## config.mk

```make
export PLATFORM = sky130hd
export DESIGN_NAME = cordic_arbiter
export DESIGN_NICKNAME = d
export VERILOG_FILES = /design/src/rtl/cordic_arbiter.sv
export SDC_FILE = /design/constraint.sdc
export NUM_CORES = 1
export LEC_CHECK = 0
export ABC_AREA = 1
export CORE_ASPECT_RATIO = 1.5
export CORE_MARGIN = 2
export CORE_UTILIZATION = 35
export DETAILED_ROUTE_END_ITERATION = 10
export GPL_ROUTABILITY_DRIVEN = 0
export PLACE_DENSITY = 0.77
export RECOVER_POWER = 100
export SLEW_MARGIN = 10
export SYNTH_ARGS = -nofsm -noshare
export SYNTH_HDL_FRONTEND = slang
export SYNTH_SLANG_ARGS = --single-unit
```

## constraint.sdc

```tcl
create_clock -name clk -period 3.6 [get_ports clk]
set_clock_uncertainty 0.05 [all_clocks]
set_input_delay 1.08 -clock clk [delete_from_list [all_inputs] [get_ports clk]]
set_output_delay 1.08 -clock clk [all_outputs]
set_load 0.1 [all_outputs]
```

## src/rtl/cordic_arbiter.sv

```systemverilog
`default_nettype none
// ============================================================================
// Module      : cordic_arbiter
// Description : Shares a single CORDIC core between two requesters (A = id 0,
//               B = id 1) using round-robin arbitration and valid/ready
//               handshakes. For each job the core is held in reset while the
//               latched operands are presented, released, and the result is
//               captured on core_valid and returned tagged with its owner.
// Revision    : 1.0 - initial release
// ----------------------------------------------------------------------------
// Parameters:
//   W              operand/result width (signed), must match the core
//   TIMEOUT_CYCLES watchdog limit in RUN (optional feature only)
// Optional feature macro:
//   CORDIC_ARBITER_TIMEOUT_EN - builds a RUN-state watchdog; on expiry the
//   result is zeroed and resp_err is raised. When undefined, RUN waits for
//   core_valid indefinitely and resp_err is tied to 0.
// Ports:
//   clk, reset                      clock (rising edge), async active-high reset
//   req_valid/req_ready [1:0]       per-requester request handshake
//   req_is_direct [1:0]             1 = rotation, 0 = vectoring
//   req_x/req_y/req_z [2*W-1:0]     packed operands, requester i in [i*W +: W]
//   resp_valid/resp_ready           response handshake
//   resp_id                         owner of the current result
//   resp_x/resp_y/resp_z [W-1:0]    result
//   resp_err                        watchdog abort flag
//   busy                            high in any state other than IDLE
//   core_reset                      core reset, high = core held
//   core_is_direct, core_x/y/z      mode and operands to the core
//   core_x_out/y_out/z_out, core_valid  results from the core
// ============================================================================
module cordic_arbiter #(
  parameter int W              = 16,
  parameter int TIMEOUT_CYCLES = 32
) (
  input  logic           clk,
  input  logic           reset,
  input  logic [1:0]     req_valid,
  output logic [1:0]     req_ready,
  input  logic [1:0]     req_is_direct,
  input  logic [2*W-1:0] req_x,
  input  logic [2*W-1:0] req_y,
  input  logic [2*W-1:0] req_z,
  output logic           resp_valid,
  input  logic           resp_ready,
  output logic           resp_id,
  output logic [W-1:0]   resp_x,
  output logic [W-1:0]   resp_y,
  output logic [W-1:0]   resp_z,
  output logic           resp_err,
  output logic           busy,
  output logic           core_reset,
  output logic           core_is_direct,
  output logic [W-1:0]   core_x,
  output logic [W-1:0]   core_y,
  output logic [W-1:0]   core_z,
  input  logic [W-1:0]   core_x_out,
  input  logic [W-1:0]   core_y_out,
  input  logic [W-1:0]   core_z_out,
  input  logic           core_valid
);

  typedef enum logic [1:0] {
    S_IDLE = 2'd0,
    S_LOAD = 2'd1,
    S_RUN  = 2'd2,
    S_RESP = 2'd3
  } state_t;

  state_t         r_state;
  state_t         w_state_next;

  logic           r_last_grant;
  logic           r_resp_id;
  logic           r_core_reset;
  logic           r_is_direct;
  logic [W-1:0]   r_op_x;
  logic [W-1:0]   r_op_y;
  logic [W-1:0]   r_op_z;
  logic [W-1:0]   r_res_x;
  logic [W-1:0]   r_res_y;
  logic [W-1:0]   r_res_z;

  logic           w_req_any;
  logic           w_grant;
  logic           w_accept;
  logic           w_timeout;

  // --------------------------------------------------------------------------
  // Round-robin grant: a lone requester always wins; on contention the
  // requester that did not win last time is chosen.
  // --------------------------------------------------------------------------
  assign w_req_any = |req_valid;
  assign w_grant   = (req_valid == 2'b11) ? ~r_last_grant : req_valid[1];
  assign w_accept  = (r_state == S_IDLE) && w_req_any;

  always_comb begin
    req_ready = 2'b00;
    if (w_accept) begin
      req_ready[w_grant] = 1'b1;
    end
  end

  // --------------------------------------------------------------------------
  // Optional watchdog in RUN
  // --------------------------------------------------------------------------
`ifdef CORDIC_ARBITER_TIMEOUT_EN
  localparam int c_WD_BITS = $clog2(TIMEOUT_CYCLES + 1);
  localparam logic [c_WD_BITS-1:0] c_WD_LIMIT = c_WD_BITS'(TIMEOUT_CYCLES);

  logic [c_WD_BITS-1:0] r_wd_cnt;
  logic                 r_err;

  // Held at zero outside RUN, so it is cleared on every entry into RUN.
  always_ff @(posedge clk or posedge reset) begin
    if (reset) begin
      r_wd_cnt <= '0;
    end else if (r_state != S_RUN) begin
      r_wd_cnt <= '0;
    end else if (r_wd_cnt != c_WD_LIMIT) begin
      r_wd_cnt <= r_wd_cnt + 1'b1;
    end
  end

  assign w_timeout = (r_state == S_RUN) && (r_wd_cnt == c_WD_LIMIT) && !core_valid;

  always_ff @(posedge clk or posedge reset) begin
    if (reset) begin
      r_err <= 1'b0;
    end else if (w_timeout) begin
      r_err <= 1'b1;
    end else if ((r_state == S_RESP) && resp_ready) begin
      r_err <= 1'b0;
    end
  end

  assign resp_err = r_err;
`else
  assign w_timeout = 1'b0;
  assign resp_err  = 1'b0;
`endif

  // --------------------------------------------------------------------------
  // FSM
  // --------------------------------------------------------------------------
  always_ff @(posedge clk or posedge reset) begin
    if (reset) begin
      r_state <= S_IDLE;
    end else begin
      r_state <= w_state_next;
    end
  end

  always_comb begin
    w_state_next = r_state;
    case (r_state)
      S_IDLE: if (w_req_any)                w_state_next = S_LOAD;
      S_LOAD:                               w_state_next = S_RUN;
      S_RUN:  if (core_valid || w_timeout)  w_state_next = S_RESP;
      S_RESP: if (resp_ready)               w_state_next = S_IDLE;
      default:                              w_state_next = S_IDLE;
    endcase
  end

  // --------------------------------------------------------------------------
  // Datapath: operand latch, result capture, core reset sequencing
  // --------------------------------------------------------------------------
  always_ff @(posedge clk or posedge reset) begin
    if (reset) begin
      r_last_grant <= 1'b1;
      r_resp_id    <= 1'b0;
      r_core_reset <= 1'b1;
      r_is_direct  <= 1'b0;
      r_op_x       <= '0;
      r_op_y       <= '0;
      r_op_z       <= '0;
      r_res_x      <= '0;
      r_res_y      <= '0;
      r_res_z      <= '0;
    end else begin
      // Core runs only while the FSM sits in RUN; registered to keep the
      // core reset glitch-free.
      r_core_reset <= (w_state_next != S_RUN);

      if (w_accept) begin
        r_last_grant <= w_grant;
        r_resp_id    <= w_grant;
        r_is_direct  <= req_is_direct[w_grant];
        r_op_x       <= w_grant ? req_x[2*W-1:W] : req_x[W-1:0];
        r_op_y       <= w_grant ? req_y[2*W-1:W] : req_y[W-1:0];
        r_op_z       <= w_grant ? req_z[2*W-1:W] : req_z[W-1:0];
      end

      if (r_state == S_RUN) begin
        if (core_valid) begin
          r_res_x <= core_x_out;
          r_res_y <= core_y_out;
          r_res_z <= core_z_out;
        end else if (w_timeout) begin
          r_res_x <= '0;
          r_res_y <= '0;
          r_res_z <= '0;
        end
      end
    end
  end

  // --------------------------------------------------------------------------
  // Outputs
  // --------------------------------------------------------------------------
  assign busy           = (r_state != S_IDLE);
  assign resp_valid     = (r_state == S_RESP);
  assign resp_id        = r_resp_id;
  assign resp_x         = r_res_x;
  assign resp_y         = r_res_y;
  assign resp_z         = r_res_z;
  assign core_reset     = r_core_reset;
  assign core_is_direct = r_is_direct;
  assign core_x         = r_op_x;
  assign core_y         = r_op_y;
  assign core_z         = r_op_z;

endmodule
`default_nettype wire

```

Yosys cells after proc, flatten, opt, wreduce, memory -nomap -nowiden
Cells that the tools add are included.

Order comparisons: 2. Eq/ne operators: 5. Multiplexer cells: 13. Bitwise gates (word level): 1. Reduce and logical (&&, ||, !) cells: 6.

Operators with widths (count): 16-bit two-way mux (3); 2-bit two-way mux (4); 2-bit one-hot mux with 4 select lines (1); 2-bit == test (second input constant) (3); 1-bit two-way mux (4); 2-bit by 1-bit == test with 1-bit output (second input constant) (1); 1-bit logical AND (2); 2-bit zero test (1); 1-bit by 2-bit < comparator with 1-bit output (second input constant) (1); 2-bit != test (second input constant) (1); 2-bit AND reduction (1); 2-bit nonzero test (1); 2-bit OR reduction (1); 1-bit demux with 1-bit select (1); 1-bit greater-or-equal comparator (second input constant) (1); 1-bit inverter (1).

Flip-flop bits (word level): 102. Input bits: 152. Output and inout port bits: 104. Word-level logic and storage cells: 38.

Depth between registers and ports, before layout
Depth after elaboration: 7. Gate-level depth with buffers: 7.

Worst setup path before layout
OpenSTA, ideal clock, no wires.

Kind: input -> output. Start point: input port req_valid[1]. End point: output port req_ready[0]. Arrival: 2.989 ns. Required time: 2.470 ns. Slack: -0.519 ns. Cell stages on the path: 4. Path buffers: 2. Path through: buf_2 > o21ai_4 > buf_2 > a21oi_1.

Word-level cells in the longest chain between the ends: 7. Elaborated cells on any way between the ends: 10.

RTL lines: from (decl) (line 38) `input logic [1:0] req_valid,`; 2-bit == test (line 94) `assign w_grant = (req_valid == 2'b11) ? ~r_last_grant : req_valid[1];`; 1-bit two-way mux (line 94); 1-bit by 2-bit < comparator with 1-bit output (implied by the code) or 1-bit greater-or-equal comparator (tied branches) (line 100) `req_ready[w_grant] = 1'b1;`; 1-bit logical AND (implied by the code) (line 100); 1-bit two-way mux (implied by the code) (line 100); 1-bit demux with 1-bit select (line 100); 2-bit two-way mux (*) (line 99) `if (w_accept) begin`; to (decl) (line 39) `output logic [1:0] req_ready,`.

Every way passes the cells marked *; elsewhere a longest branch is shown, timed or not.

Worst setup path after layout
Start point: input port req_valid[0]. End point: output port req_ready[1].

Same word-level chain as after synthesis.

==> results.tsv <==
stage	metric	value	unit
status	outcome	complete, no violations	
clock_tree	cts_buffers	9	
critical_path	worstSetupStartpointType	input port	
grt	antenna_found_initial	0	
clock_tree	clk_pin_slew	0.06	ns
critical_path	critPathLaunch	req_valid[0]	
critical_path	cp_top_family	buffers and inverters	
grt	grt-ovfl-total	0	
sta	setup_viol	0	
critical_path	critPathRequiredTime	2.47	ns
sta	rsz0062_at_grt	false	
yosys	synth_top_area_frac	0.549	
hold_path	worstHoldStart	resp_x[3]$_DFFE_PP0P_	
critical_path	rr_endpoint	core_y[11]$_DFFE_PP0P_	
yosys	ys_ff_latch	102	
clock_tree	cts_setup_buffers	0	
critical_path	r2r-start	r_state[1]$_DFF_PP0_	
detailed_routing	firstDrtPassIters	4	
floorplan	die_x	97.2	um
layout	diodes	0	
clock_tree	cts_buffer_depth	2	
detailed_routing	vias_per_cell	4.59	
layout	syn_to_final_growth	50.3	%
grt	grt_max_degree	103	
hold_path	hp-class	flip-flop to flip-flop	
floorplan	rows	51	
detailed_routing	drt_wl_total	13700	um
critical_path	cp_cell_sequence	dlygate4sd3_1, nand2_2, nand2_2, nor2_2, clkbuf_4	
floorplan	pin_count	256	
layout	final_common_cell	nand2_1	
clock_tree	cts_tree	done	
clock_tree	ctsRootBufferMaster	clkbuf_16	
critical_path	worst_path_most_repeated_cell	nand2_2	
detailed_routing	final_antenna_net_count	0	
clock_tree	clk_latency	0.34	ns
placement	port_buffers	254	
yosys	netlist_area	4560	sq um
floorplan	core	12800	sq um
detailed_routing	vias	4614	
critical_path	critPathSlowestCell	dlygate4sd3_1	
sta	relSlewSlack	0.0713	
critical_path	reg2reg_slack	1.24	ns
floorplan	dieHeight	144	um
sta	timing.fmax	0.293	GHz
grt	grtUsageTotal	0.194	
sta	fin_crit_sh	0.947	
sta	setup_tns	0	ns
layout	drive_gt1_frac	0.0425	
yosys	yosys_warnings	0	
critical_path	slowest_delay	0.57	ns
sta	hold_viol	0	
floorplan	initial_core_util	0.355	
critical_path	critPathCapture	req_ready[1]	
grt	grt_pass1_vias	4383	
critical_path	cp.buffers_inverters	2	
critical_path	arrival	2.28	ns
layout	layout_common_cells	nand2_1, clkdlybuf4s50_1, clkbuf_1, dfrtp_1, nand3_1	
detailed_routing	route.detailed.drc	0	
yosys	netlist_top_cells_area	dfrtp_1, nand2_1, nand3_1	
critical_path	path_class	input port to primary output	
placement	hpwl	9780	um
critical_path	end_kind	primary output	
sta	worstMarginPinSlew	1.39	ns
clock_tree	cts.sinks	102	
sta	drv_slew	0	
detailed_routing	first_iter_violations	149	
critical_path	reg2regPathDepth	7	
sta	period_needed	3.41	ns
clock_tree	cts_hold_buffers	0	
critical_path	cp.depth	5	
yosys	synth_seq_area_share	0.561	
critical_path	cp_max_fo	3	
grt	grt_pass1_wl	21900	um
run	maxCapViolCount	0	
layout	final_nets	994	
clock_tree	cts_resized	0	
yosys	syn_nets	756	
detailed_routing	wl_per_cell	13.7	um
yosys	post_synth.cell_area_avg	7.54	sq um
clock_tree	h-tree-depth	3	
yosys	yosys.area.top_type	dfrtp_1	
floorplan	dieArea	14000	sq um
yosys	yosysUniqueCellTypes	16	
yosys	synth_cells	604	
==> state kept, by name, summed over array words and instances (netlist names) <==
| name | count |
|---|---|
| core_z | 16 |
| core_is_direct | 1 |
| resp_x | 16 |
| r_last_grant | 1 |
| core_reset | 1 |
| r_state | 2 |
| resp_z | 16 |
| core_y | 16 |
| resp_y | 16 |
| resp_id | 1 |
| core_x | 16 |
==> final cells by class <==
cell class / count / area, sq um
tap: 159 / 199
fill: 1332 / 5980
timing repair buffer: 264 / 1990
multi-input combinational: 458 / 1800
sequential: 102 / 2550
inverter: 7 / 30.0
clock inverter: 6 / 52.6
clock buffer: 10 / 229
==> layer usage <==
layer	global-route usage	share of wire	up-vias
met4	0.0890	0.028	0
met3	0.0321	0.052	26
met5	0	0	-
met1	0.245	0.40	2127
li1	-	-	2312
met2	0.326	0.52	149
==> cells in the mapped netlist, drive strengths merged <==
| cell type | n |
|---|---|
| nand3 | 50 |
| dfrtp | 100 |
| inv | 7 |
| o21ai | 1 |
| nand2 | 400 |
| nor2 | 5 |
| buf | 25 |
| clkbuf | 12 |
| dfstp | 2 |
| conb | 1 |
| a21oi | 1 |
==> cell families (layout without fill, tap and decap cells) <==
group                  after synthesis  in the layout  share of synthesized area
DFF                                102            102                      0.561
and+or+nand+nor                    455            455                      0.389
buffers and inverters               44            287                     0.0445
AOI/OAI and AO/OA                    2              2                    0.00467
other                                1              1                   0.000823
==> per-stage QoR <==
| step | hold WS, ns | utilization | area (sq um) | worst slack [ns] | instances |
|---|---|---|---|---|---|
| final | 0.418 | 0.534 | 6850 | 0.190 | 1006 |
| after global routing | 0.441 | 0.534 | 6850 | 0.151 | 1006 |
| after CTS | 0.427 | 0.567 | 7270 | 0.338 | 1006 |
| after detailed placement | 0.410 | 0.545 | 6990 | 0.337 | 990 |
| after global placement | 0.404 | 0.545 | 6990 | 0.355 | 990 |
| after floorplan | 0.397 | - | 4570 | 0.109 | 604 |
==> worst min-delay path by stage <==
stage / to / cells past startpoint
final: resp_x[3]$_DFFE_PP0P_ / 2
after global routing: resp_x[14]$_DFFE_PP0P_ / 2
after CTS: resp_x[3]$_DFFE_PP0P_ / 2
after detailed placement: resp_x[3]$_DFFE_PP0P_ / 2
after global placement: resp_y[2]$_DFFE_PP0P_ / 2
after floorplan: r_last_grant$_DFFE_PP1P_ / 2
==> worst reg2reg max path, delay by kind of cell, from the launching register on <==
family,cells,cell delay [ns]
AO/OA/AOI/OAI,1,0.19
buffers and inverters,3,1.22
flip-flops,1,0.39
AND/OR/NAND/NOR,3,0.44
Power of run 1 is left out: the tool's default activity adds up to more than one toggle a clock period on the data nets, which glitch-free logic cannot reach.
